===== src/rtl/arb_client_port_pkg.sv =====
// Shared definitions for the arbitrated client port.
//   - Default channel count, payload width and per-channel buffer depth.
//   - Output-slot state encoding.
//   - Pointer-width helper used by the channel FIFO.
package arb_client_port_pkg;

   localparam int unsigned ARB_N_DEF     = 3;
   localparam int unsigned ARB_WIDTH_DEF = 8;
   localparam int unsigned ARB_DEPTH_DEF = 2;

   typedef enum logic {
      SLOT_EMPTY  = 1'b0,
      SLOT_LOADED = 1'b1
   } slot_state_e;

   // A pointer needs at least one bit even when DEPTH is 1.
   function automatic int unsigned ptr_width(input int unsigned depth);
      return (depth > 1) ? $clog2(depth) : 1;
   endfunction

endpackage


===== src/rtl/arb_client_port_chan_fifo.sv =====
// chan_fifo: single-channel FIFO of DEPTH entries.
//   clk, reset      : clock, synchronous active-high reset
//   push, push_data : write request and payload (ignored when full)
//   pop, pop_data   : read request (ignored when empty) and current head
//   count           : occupancy 0..DEPTH
//   full, empty     : occupancy flags
// Storage contents are not cleared by reset; only pointers and count are.
module chan_fifo
   import arb_client_port_pkg::*;
#(
   parameter int unsigned WIDTH = ARB_WIDTH_DEF,
   parameter int unsigned DEPTH = ARB_DEPTH_DEF,
   localparam int unsigned CW   = $clog2(DEPTH + 1),
   localparam int unsigned PW   = ptr_width(DEPTH)
) (
   input  logic             clk,
   input  logic             reset,
   input  logic             push,
   input  logic [WIDTH-1:0] push_data,
   input  logic             pop,
   output logic [WIDTH-1:0] pop_data,
   output logic [CW-1:0]    count,
   output logic             full,
   output logic             empty
);

   logic [WIDTH-1:0] mem [DEPTH];
   logic [PW-1:0]    wr_ptr;
   logic [PW-1:0]    rd_ptr;
   logic [CW-1:0]    count_q;
   logic             do_push;
   logic             do_pop;

   function automatic logic [PW-1:0] ptr_next(input logic [PW-1:0] p);
      return (p == PW'(DEPTH - 1)) ? '0 : p + 1'b1;
   endfunction

   assign full     = (count_q == CW'(DEPTH));
   assign empty    = (count_q == '0);
   assign count    = count_q;
   assign pop_data = mem[rd_ptr];

   // Fullness is judged on the registered count, so a pop in the same
   // cycle never frees space for a push.
   assign do_push = push && !full;
   assign do_pop  = pop && !empty;

   always_ff @(posedge clk) begin
      if (reset) begin
         wr_ptr  <= '0;
         rd_ptr  <= '0;
         count_q <= '0;
      end else begin
         if (do_push) wr_ptr <= ptr_next(wr_ptr);
         if (do_pop)  rd_ptr <= ptr_next(rd_ptr);
         case ({do_push, do_pop})
            2'b10:   count_q <= count_q + 1'b1;
            2'b01:   count_q <= count_q - 1'b1;
            default: count_q <= count_q;
         endcase
      end
   end

   always_ff @(posedge clk) begin
      if (!reset && do_push) mem[wr_ptr] <= push_data;
   end

endmodule


===== src/rtl/arb_client_port.sv =====
// arb_client_port: N buffered client channels feeding a shared output slot
// through an external round-robin arbiter.
//   clk, reset          : clock, synchronous active-high reset
//   in_valid/in_data    : per-channel upstream payloads (channel i at [i*WIDTH +: WIDTH])
//   in_ready            : per-channel space available
//   req                 : per-channel non-empty request to the arbiter
//   gnt                 : arbiter grant, one-hot or zero
//   out_valid/out_data  : shared-bus payload
//   out_src             : one-hot source channel of out_data
//   out_ready           : shared-bus consumer ready
//   err                 : sticky flag for malformed or unrequested grants
module arb_client_port
   import arb_client_port_pkg::*;
#(
   parameter int unsigned N     = ARB_N_DEF,
   parameter int unsigned WIDTH = ARB_WIDTH_DEF,
   parameter int unsigned DEPTH = ARB_DEPTH_DEF
) (
   input  logic               clk,
   input  logic               reset,
   input  logic [N-1:0]       in_valid,
   input  logic [N*WIDTH-1:0] in_data,
   output logic [N-1:0]       in_ready,
   output logic [N-1:0]       req,
   input  logic [N-1:0]       gnt,
   output logic               out_valid,
   output logic [WIDTH-1:0]   out_data,
   output logic [N-1:0]       out_src,
   input  logic               out_ready,
   output logic               err
);

   localparam int unsigned CW = $clog2(DEPTH + 1);

   logic [CW-1:0]    fifo_count [N];
   logic [WIDTH-1:0] fifo_head  [N];
   logic [N-1:0]     fifo_full;
   logic [N-1:0]     fifo_empty;
   logic [N-1:0]     fifo_push;
   logic [N-1:0]     fifo_pop;

   logic             gnt_onehot;
   logic             gnt_legal;
   logic             gnt_illegal;
   logic             accept;
   logic             load;
   logic [WIDTH-1:0] head_sel;

   slot_state_e      state_q;
   slot_state_e      state_d;

   genvar gi;
   generate
      for (gi = 0; gi < N; gi++) begin : g_ch
         assign in_ready[gi]  = (fifo_count[gi] < CW'(DEPTH));
         assign req[gi]       = !fifo_empty[gi];
         assign fifo_push[gi] = in_valid[gi] && !fifo_full[gi];

         chan_fifo #(
            .WIDTH (WIDTH),
            .DEPTH (DEPTH)
         ) u_fifo (
            .clk       (clk),
            .reset     (reset),
            .push      (fifo_push[gi]),
            .push_data (in_data[gi*WIDTH +: WIDTH]),
            .pop       (fifo_pop[gi]),
            .pop_data  (fifo_head[gi]),
            .count     (fifo_count[gi]),
            .full      (fifo_full[gi]),
            .empty     (fifo_empty[gi])
         );
      end
   endgenerate

   // Legal grant: exactly one bit set, and that channel is requesting.
   assign gnt_onehot  = (gnt != '0) && ((gnt & (gnt - 1'b1)) == '0);
   assign gnt_legal   = gnt_onehot && ((gnt & req) == gnt);
   assign gnt_illegal = (gnt != '0) && !gnt_legal;

   assign out_valid = (state_q == SLOT_LOADED);
   assign accept    = gnt_legal && (!out_valid || out_ready);
   assign fifo_pop  = accept ? gnt : '0;

   always_comb begin
      head_sel = '0;
      for (int unsigned i = 0; i < N; i++) begin
         if (gnt[i]) head_sel |= fifo_head[i];
      end
   end

   always_ff @(posedge clk) begin
      if (reset) state_q <= SLOT_EMPTY;
      else       state_q <= state_d;
   end

   always_comb begin
      state_d = state_q;
      load    = 1'b0;
      case (state_q)
         SLOT_EMPTY: begin
            if (accept) begin
               load    = 1'b1;
               state_d = SLOT_LOADED;
            end
         end
         SLOT_LOADED: begin
            if (out_ready) begin
               if (accept) load    = 1'b1;
               else        state_d = SLOT_EMPTY;
            end
         end
         default: state_d = SLOT_EMPTY;
      endcase
   end

   always_ff @(posedge clk) begin
      if (reset) begin
         out_data <= '0;
         out_src  <= '0;
      end else if (load) begin
         out_data <= head_sel;
         out_src  <= gnt;
      end
   end

   always_ff @(posedge clk) begin
      if (reset)            err <= 1'b0;
      else if (gnt_illegal) err <= 1'b1;
   end

endmodule


===== config.mk =====
export PLATFORM = sky130hd
export DESIGN_NAME = arb_client_port
export DESIGN_NICKNAME = d
export VERILOG_FILES = /design/src/rtl/arb_client_port_pkg.sv /design/src/rtl/arb_client_port_chan_fifo.sv /design/src/rtl/arb_client_port.sv
export SDC_FILE = /design/constraint.sdc
export NUM_CORES = 1
export LEC_CHECK = 0
export ABC_AREA = 1
export ABC_CLOCK_PERIOD_IN_PS = 2600
export BUFFER_PORTS_ARGS = -buffer_cell sky130_fd_sc_hd__buf_4
export CELL_PAD_IN_SITES_DETAIL_PLACEMENT = 0
export CELL_PAD_IN_SITES_GLOBAL_PLACEMENT = 1
export CORE_ASPECT_RATIO = 0.5
export CORE_MARGIN = 2
export CORE_UTILIZATION = 46
export CTS_BUF_LIST = sky130_fd_sc_hd__clkbuf_16
export DETAILED_ROUTE_END_ITERATION = 6
export PLACE_DENSITY = 0.89
export SLEW_MARGIN = 25
export SYNTH_ARGS = -nofsm -noshare
export SYNTH_HDL_FRONTEND = slang
export SYNTH_SLANG_ARGS = --single-unit

===== constraint.sdc =====
create_clock -name clk -period 2.6 [get_ports clk]
set_clock_uncertainty 0.05 [all_clocks]
set_input_delay 0.39 -clock clk [delete_from_list [all_inputs] [get_ports clk]]
set_output_delay 0.39 -clock clk [all_outputs]
set_load 0.02 [all_outputs]

; ---- Yosys cells after proc, flatten, opt, wreduce, memory -nomap -nowiden
; Memories as Yosys holds them, arrays and structs flattened. A register that Yosys moved wholly into a read port is not among the register bits.
; Index checks and enable logic that the tools add are counted.
[word_totals]
memories = 3
reg_bits = 25
mem_bits_rw = 48
wordCells = 111
[mem_list]
columns = memory, words, width, read_ports, rd_clocked_by_memory_dff, wr, line
row1 = g_ch[0].u_fifo.mem, 2, 8, 1, 1, 1, arb_client_port_chan_fifo.sv:27  ; logic [WIDTH-1:0] mem [DEPTH];
row2 = g_ch[1].u_fifo.mem, 2, 8, 1, 1, 1, arb_client_port_chan_fifo.sv:27
row3 = g_ch[2].u_fifo.mem, 2, 8, 1, 1, 1, arb_client_port_chan_fifo.sv:27
[op_classes]
n_reduce_logical = 34
eq_ne = 10
n_mux = 30
magnitude_cmp = 3
addsub = 13
bitwise_logic = 5
[ops]
columns = operator, count
row1 = $mux W8, 3
row2 = $mux W1, 21
row3 = $logic_and A1 B1 Y1, 16
row4 = $or A8 B8 Y8, 2
row5 = $eq A2 B2 Y1 const B, 6
row6 = $pmux W2 S2, 3
row7 = $logic_not A1 Y1, 9
row8 = $add A1 B1 Y1 const B, 6
row9 = $add A2 B1 Y2 const B, 3
row10 = $and A3 B3 Y3, 2
row11 = $eq A2 B1 Y1 const B, 3
row12 = $logic_not A2 Y1, 3
row13 = $lt A2 B2 Y1 const B, 3
row14 = $reduce_bool A2 Y1, 3
row15 = $sub A2 B1 Y2 const B, 3
row16 = $pmux W1 S2, 2
row17 = $eq A3 B3 Y1, 1
row18 = $logic_not A3 Y1, 1
row19 = $mux W3, 1
row20 = $reduce_bool A3 Y1, 1
row21 = $sub A3 B1 Y3 const B, 1
row22 = $logic_or A1 B1 Y1, 1
row23 = $not A1 Y1, 1

; ---- Logic depth before layout (Yosys ltp)
; Gate-level depths: netlist (run 1).
[logic_depth]
word_depth = 10
ltp_mapped = 11
depth_no_buf = 11

; ---- Modules after synthesis
; A second synthesis (run 1) with hierarchy kept.
[unflattened]
hier_cells = 315
area_unflattened_um2 = 3329.4
[by_module_without_submodules]
columns = module, area_per_inst_um2, cells_each, instances, seq_area_each_um2
row1 = chan_fifo, 822.0, 63, 3, 580.6
row2 = arb_client_port, 863.3, 126, 1, 260.2

; ---- Least setup slack after synthesis (run 1)
; No wires, ideal clock.
[synth_timing]
path_type = input port to flip-flop
start = input port gnt[0]
end = register g_ch[1].u_fifo.count_q[1]
path_buffers = 0
setup_ns = 0.131
arrival_time_ns = 1.670
slack_ns = 0.749
cell_stages = 10
cell_sequence = o21ai_0 > nand3_2 > nor2_4 > nand3_1 > inv_1 > ha_1 > a21oi_1 > o21ai_0 > o21ai_0 > a21oi_1
[synth_via]
elab_chain_cells = 10
elab_cells_between_ends = 15
classes_between = add/sub (1) / eq/ne (3) / mux (2) / bitwise (2) / reduce/logical (7)
[synth_rtl]
columns = item, line
row1 = "start, declared", arb_client_port.sv:25  ; input logic [N-1:0] gnt,
row2 = $sub A3 B1 Y3, arb_client_port.sv:77  ; assign gnt_onehot = (gnt != '0) && ((gnt & (gnt - 1'b1)) == '0);
row3 = $and A3 B3 Y3, arb_client_port.sv:77
row4 = $logic_not A3 Y1, arb_client_port.sv:77
row5 = $logic_and A1 B1 Y1, arb_client_port.sv:77
row6 = $logic_and A1 B1 Y1 (*), arb_client_port.sv:78  ; assign gnt_legal = gnt_onehot && ((gnt & req) == gnt);
row7 = $logic_and A1 B1 Y1 (*), arb_client_port.sv:82  ; assign accept = gnt_legal && (!out_valid || out_ready);
row8 = $mux W3 (*), arb_client_port.sv:83  ; assign fifo_pop = accept ? gnt : '0;
row9 = $logic_and A1 B1 Y1 (*), arb_client_port_chan_fifo.sv:46  ; assign do_pop = pop && !empty;
row10 = named net g_ch[1].u_fifo.do_pop, arb_client_port_chan_fifo.sv:32  ; logic do_pop;
row11 = $eq A2 B1 Y1 / $eq A2 B2 Y1 (equally long branches), arb_client_port_chan_fifo.sv:56  ; case ({do_push, do_pop})
row12 = $pmux W2 S2 / $reduce_bool A2 Y1 (equally long branches), n/a
row13 = "end signal, assigned", arb_client_port_chan_fifo.sv:57  ; 2'b10: count_q <= count_q + 1'b1;
row14 = "end signal, assigned", arb_client_port_chan_fifo.sv:58  ; 2'b01: count_q <= count_q - 1'b1;
row15 = "end signal, assigned", arb_client_port_chan_fifo.sv:59  ; default: count_q <= count_q;
row16 = "end, declared", arb_client_port_chan_fifo.sv:30  ; logic [CW-1:0] count_q;
; Mark *: on every way through the listed nets, which the timed path passes. The rest lies on a longest branch.
; A chain may end at the register's enable or synchronous reset.

; ---- Worst setup path after layout (run 1)
[layout_timing]
start = register g_ch[0].u_fifo.count_q[0]
end = memory g_ch[0].u_fifo.mem[0][3] (netlist bit), enable pin
[layout_via]
elab_chain_cells = 7
[layout_rtl]
columns = item, line
row1 = "start, declared", arb_client_port_chan_fifo.sv:30
row2 = "start signal, assigned", arb_client_port_chan_fifo.sv:57
row3 = "start signal, assigned", arb_client_port_chan_fifo.sv:58
row4 = "start signal, assigned", arb_client_port_chan_fifo.sv:59
row5 = $eq A2 B2 Y1 (*), arb_client_port_chan_fifo.sv:38  ; assign full = (count_q == CW'(DEPTH));
row6 = $logic_not A1 Y1 (*), "arb_client_port_chan_fifo.sv:45, arb_client_port.sv:57"
row7 = $logic_and A1 B1 Y1, arb_client_port.sv:57  ; assign fifo_push[gi] = in_valid[gi] && !fifo_full[gi];
row8 = $logic_and A1 B1 Y1 (*), arb_client_port_chan_fifo.sv:45  ; assign do_push = push && !full;
row9 = $logic_and A1 B1 Y1 (*), arb_client_port_chan_fifo.sv:65  ; if (!reset && do_push) mem[wr_ptr] <= push_data;
row10 = $mux W1 (*), arb_client_port_chan_fifo.sv:65
row11 = $mux W1 (implied by the code) (*), arb_client_port_chan_fifo.sv:65
row12 = "end, declared", arb_client_port_chan_fifo.sv:27
; Mark *: on every way between the ends. The rest lies on a longest branch, timed or not.

==> flow_metrics.tcl, run 1 <==
set metrics [dict create \
    synthTopCellsByCount "48 x edfxtp_1, 43 x nor2_1, 36 x nand2_1" \
    num_io_pins 52 \
    cts_sinks 76 \
    r2r-start "g_ch[0].u_fifo.count[0]" \
    yosysWarnings 0 \
    fp-row-count 20 \
    synth.area.top_cells "edfxtp_1 47%, dfxtp_1 18%, nor2_1 5.2%" \
    ys_ff_latch 76 \
    fin_crit_sh_pct 75.5 \
    core_area_sq_mm 0.00626 \
    postSynthAreaPerCell_sq_um 10.4 \
    synth_fp_nets 332 \
    portBuffers 51 \
    holdWs_ns 0.196 \
    p_per_area_mw_per_mm2 817 \
    antenna_found_initial 0 \
    async_reset_ff_share_pct 0 \
    hpwl_um 4640 \
    yosysTopAreaCellShare_pct 46.8 \
    stdcell_count 446 \
    antenna_cells 0 \
    worst_ep_arrival_time_ns 1.87 \
    status "finished, final reports clean" \
    multiInputGateArea_sq_um 876 \
    drtAntennaViolNets 0 \
    finalPower_mw 3.16 \
    ir_drop_uv 434 \
    holdCritStartpoint "in_data[22]" \
    synth_edf_count 48 \
    gp_congestion 0.765 \
    worstSetupPathType "reg2reg" \
    synth-main-ff-cell "edfxtp_1" \
    drt_iter0_markers 154 \
    grt_max_degree 17 \
    cts_setup_buffers 0 \
    cp_slowest_stage_delay_ns 0.58 \
    area_delta_synth_final_pct 25.7 \
    fillers 510 \
    dp.cells 430 \
    grt.total_usage_pct 18.0 \
    cts_tree "yes" \
    cts-hold-fix-buffers 0 \
    routedWlPerCell_um 13.9 \
    fin_nets 389 \
    syn_area_sq_mm 0.00308 \
    die_w_um 120 \
    p_leak_nw 1.58 \
    synth_cell_type_count 23 \
    clk_pin_slew_ns 0.06 \
    post-synth-top-area-cell "edfxtp_1" \
    syn_inst 296 \
    cp-end-kind "flop" \
    fin_tns_setup_ns 0 \
    routed_wl_um 6200 \
    yosysSeqAreaShare_pct 65.1 \
    viasPerCell 4.94 \
    ctsRootBufferMaster "clkbuf_16" \
    maxCapViolCount 0 \
    crit_path_top_delay_cell "nor2_1" \
    post-route-util_pct 61.8 \
    cp-start-kind "flop" \
    reg2reg_slack_ns 0.64 \
    path_cells "o21ai_0, or2_2, nor2_1" \
    grt_pass1_vias 2111 \
    cts_buffers 9 \
    max_freq_mhz 510 \
    design.die.area_sq_mm 0.00740 \
    overflow 0 \
    clockBufferDepth 2 \
    rsz0062_at_grt "false" \
    holdPathEnd "g_ch[2].u_fifo.mem[0][6]" \
    ff2ff_path_depth 3 \
    yosysMostFrequentCell "edfxtp_1" \
    hold_depth 1 \
    r2r-end "g_ch[0].u_fifo.mem[0][3]" \
    finalHoldViolCount 0 \
    post-route-min-period_ns 1.96 \
    required_ns 2.50 \
    postCtsResizedCells 0 \
    drive_above_1_share_pct 23.5 \
    setup_viol 0 \
    layout.area.seq_sq_mm 0.00200 \
    hp-class "in2reg" \
    relSlewSlack_pct 46.0 \
    maxSlewViolCount 0 \
    initial_utilization_pct 49.2 \
    crit_family "simple AND/OR/NAND/NOR gates" \
    vias 2202 \
    dr.pass1.iters 4 \
    die_h_um 61.8 \
    clock_latency_ns 0.32 \
    crit_fanout 8 \
    grt_pass1_wl_um 9860 \
    crit_cells 3 \
    tightest_slew_ns 0.807 \
    crit_buf_inv 0 \
    drc 0 \
    htreeDepth 3 \
]
[layout make-up]
| class | count | share of cell area (%) |
|---|---|---|
| multi-input combinational | 172 | 22.6 |
| timing repair buffer | 58 | 11.3 |
| tap | 88 | 2.85 |
| sequential | 76 | 51.8 |
| inverter | 36 | 3.49 |
| clock buffer | 9 | 5.82 |
| clock inverter | 7 | 2.17 |
[worst max path at each step]
stage / start / endpoint / slack (ns)
after CTS: g_ch[0].u_fifo.count[0] / g_ch[0].u_fifo.mem[0][3] / 0.62
after floorplan: gnt[0] / g_ch[1].u_fifo.count[1] / 0.75
after global placement: gnt[0] / g_ch[2].u_fifo.count[1] / 0.53
final: g_ch[0].u_fifo.count[0] / g_ch[0].u_fifo.mem[0][3] / 0.64
after global routing: g_ch[2].u_fifo.count[0] / g_ch[1].u_fifo.count[1] / 0.42
after detailed placement: gnt[0] / g_ch[1].u_fifo.count[1] / 0.45
[cell families after synthesis]
logic type	share of synthesized area [%]
flops	65.1
xor+xnor	0.854
fa+ha+maj	1.22
simple gates	14.1
compound gates	12.3
buf+inv	6.47
[power by group]
part	internal, mW	leakage, nW	total [mW]	switching (mW)
Clock	0.827	0.155	1.26	0.435
Sequential	1.38	0.670	1.44	0.0595
Combinational	0.188	0.757	0.457	0.269
[layout by cell type (no fill, tap or decap), drive strengths merged]
cell type	count
nand2	38
o211ai	16
clkinvlp	1
nand4	3
clkbuf	9
a21oi	22
or2	3
xor2	3
o21ai	26
buf	58
dfxtp	28
nand3	14
clkinv	2
inv	38
edfxtp	48
nor2	44
ha	3
bufinv	2
[registers in the layout (all words and copies together) (netlist names), named ones only]
| signal | count |
|---|---|
| g_ch.u_fifo.count | 6 |
| err | 1 |
| g_ch.u_fifo.mem | 48 |
| out_valid | 1 |
| out_data | 8 |
| out_src | 3 |
| g_ch.u_fifo.rd_ptr | 3 |
| g_ch.u_fifo.wr_ptr | 3 |
[through the flow]
stage,area [sq um],setup slack (ns)
after floorplan,3080,0.749
after global placement,3560,0.533
after detailed placement,3560,0.448
after CTS,3870,0.618
after global routing,3870,0.424
final,3870,0.638
[layer usage]
metal,part of all wire [%],vias to the layer above,routed length [um],track usage [%]
li1,-,1119,-,-
met1,48,1021,2970,23.1
met2,45,56,2770,28.9
met3,6.5,6,405,6.02
met4,0.86,0,53,7.56
met5,0,-,0,0
Note: power is estimated with default switching activity, not from simulation.
==> run 2: changes to the inputs <==
Settings changed: ABC_CLOCK_PERIOD_IN_PS 2600 to 2000, CORE_UTILIZATION 46 to 43, PLACE_DENSITY 0.89 to 0.85.
Clock period 2.6 ns to 2 ns, I/O delays scaled along.
==> run 2 against run 1 <==
Compared with the run above: global-route usage is 0.29 points higher; critical path type unchanged; largest cell class unchanged; clock power is 43% higher; via count is 0.82% higher; non-clock buffer count is 6 higher.
==> flow_metrics.tcl, run 2 (synthesis results as in run 1) <==
set metrics [dict create \
    routed_wl_um 6410 \
    antenna_found_initial 0 \
    mostFrequentLayoutCell "buf_4" \
    place_ws_ns -0.00838 \
    grt_pass1_vias 2262 \
    swShare_pct 24.0 \
    vias 2220 \
    fin_nets 395 \
    crit_fanout 5 \
    r2r-start "g_ch[0].u_fifo.count[0]" \
    rsz0062_at_grt "false" \
    fin_crit_sh_pct 91.6 \
    portBuffers 51 \
    gp_congestion 0.773 \
    ir_drop_uv 437 \
    cts_setup_buffers 0 \
    p_comb_share_pct 14.3 \
    p_per_area_mw_per_mm2 1090 \
    clockBufferDepth 2 \
    hold_depth 1 \
    cp-end-kind "flop" \
    routedWlPerCell_um 14.1 \
    hpwl_um 4740 \
    die_h_um 63.8 \
    clock_latency_ns 0.33 \
    holdPathEnd "g_ch[2].u_fifo.mem[0][4]" \
    viasPerCell 4.87 \
    required_ns 2.17 \
    p_int_mw 3.26 \
    ctsRootBufferMaster "clkbuf_16" \
    setup_ws_ns 0.168 \
    cts_tree "yes" \
    hp-class "in2reg" \
    antenna_cells 0 \
    post-route-min-period_ns 1.83 \
    p_clk_share_pct 41.9 \
    reg2reg_slack_ns 0.17 \
    drive_above_1_share_pct 26.4 \
    worstSetupPathType "reg2reg" \
    die_w_um 124 \
    setup_viol 0 \
    finalPower_mw 4.29 \
    relSlewSlack_pct 65.7 \
    seq_power_share_pct 43.7 \
    holdWs_ns 0.0993 \
    p_leak_nw 1.63 \
    finalHoldViolCount 0 \
    area_delta_synth_final_pct 28.4 \
    max_freq_mhz 546 \
    htreeDepth 3 \
    design.die.area_sq_mm 0.00789 \
    core_area_sq_mm 0.00681 \
    clk_pin_slew_ns 0.06 \
    ff2ff_path_depth 11 \
    holdCritStartpoint "in_data[20]" \
    cts_buffers 9 \
    drtAntennaViolNets 0 \
    layout_common_cells "64 x buf_4, 48 x edfxtp_1, 41 x nor2_1" \
    status "finished, final reports clean" \
    regMostFlops "g_ch.u_fifo.mem" \
    maxSlewViolCount 0 \
    cp-start-kind "flop" \
    drc 0 \
    cts_sinks 76 \
    post-route-util_pct 58.0 \
    grt.total_usage_pct 18.3 \
    grt_max_degree 17 \
    tightest_slew_ns 0.514 \
    worst_ep_arrival_time_ns 2.00 \
    initial_utilization_pct 45.2 \
    grt_pass1_wl_um 10500 \
    r2r-end "g_ch[2].u_fifo.count[1]" \
    drt_iter0_markers 165 \
    largest_register_ffs 48 \
    power.switching_mw 1.03 \
    maxCapViolCount 0 \
    dr.pass1.iters 4 \
    overflow 0 \
    fp-row-count 21 \
    num_io_pins 52 \
]
## run 2: layer usage
metal  up-vias  global-route usage (%)  wire length [um]
met5         -                       0                 0
met4         0                    7.10                97
met3         8                    7.32               354
met2        67                    27.5              2830
met1      1015                    23.6              3120
li1       1130                       -                 -
## run 2: what timing repair did
| action | CTS | global route |
|---|---|---|
| resized for setup | 0 | 7 |
| endpoints found under the setup margin | 0 | 3 |
| hold buffers | 0 | 0 |
## run 2: layout make-up
| cell class | count | area, sq um |
|---|---|---|
| Clock inverter | 7 | 108 |
| Tap cell | 92 | 115 |
| Sequential cell | 76 | 2010 |
| Fill cell | 586 | 2860 |
| Inverter | 36 | 135 |
| Timing Repair Buffer | 64 | 480 |
| Multi-Input combinational cell | 172 | 881 |
| Clock buffer | 9 | 225 |
## run 2: worst max-delay path, stage by stage (launching register included)
cell     delay (ns)
dfxtp_2        0.38
nor2_2         0.07
nand2_1        0.06
nand3_1        0.12
nor2_4         0.15
nand3_1        0.14
inv_1          0.09
ha_1           0.25
a21oi_1        0.12
o21ai_0        0.11
o21ai_0        0.15
a21oi_1        0.05
## run 2: per-stage QoR
stage / instance area [sq um] / std cells / TNS (ns)
after CTS: 3940 / 456 / 0
after floorplan: 3080 / 296 / 0
after detailed placement: 3610 / 440 / -0.00838
after global placement: 3610 / 440 / 0
final: 3950 / 456 / 0
after global routing: 3950 / 456 / 0
## run 2: power by group through the flow
stage | combinational, mW | sequential (mW) | clock [mW]
3_3_place_gp | 0.592 | 1.90 | 0
4_1_cts | 0.617 | 1.87 | 1.82
6_report | 0.614 | 1.88 | 1.80
5_1_grt | 0.685 | 1.89 | 1.90
2_1_floorplan | 0.353 | 1.91 | 0
3_5_place_dp | 0.613 | 1.90 | 0
## run 2: how the worst max path moves through the flow
stage                            start                      end  slack [ns]
6_report       g_ch[0].u_fifo.count[0]  g_ch[2].u_fifo.count[1]        0.17
5_1_grt        g_ch[0].u_fifo.count[0]  g_ch[2].u_fifo.count[1]       0.003
4_1_cts        g_ch[0].u_fifo.count[0]  g_ch[0].u_fifo.count[1]        0.05
3_5_place_dp                    gnt[0]  g_ch[0].u_fifo.count[1]      -0.008
3_3_place_gp                    gnt[0]  g_ch[2].u_fifo.count[1]        0.08
2_1_floorplan  g_ch[1].u_fifo.count[1]  g_ch[1].u_fifo.count[1]        0.21
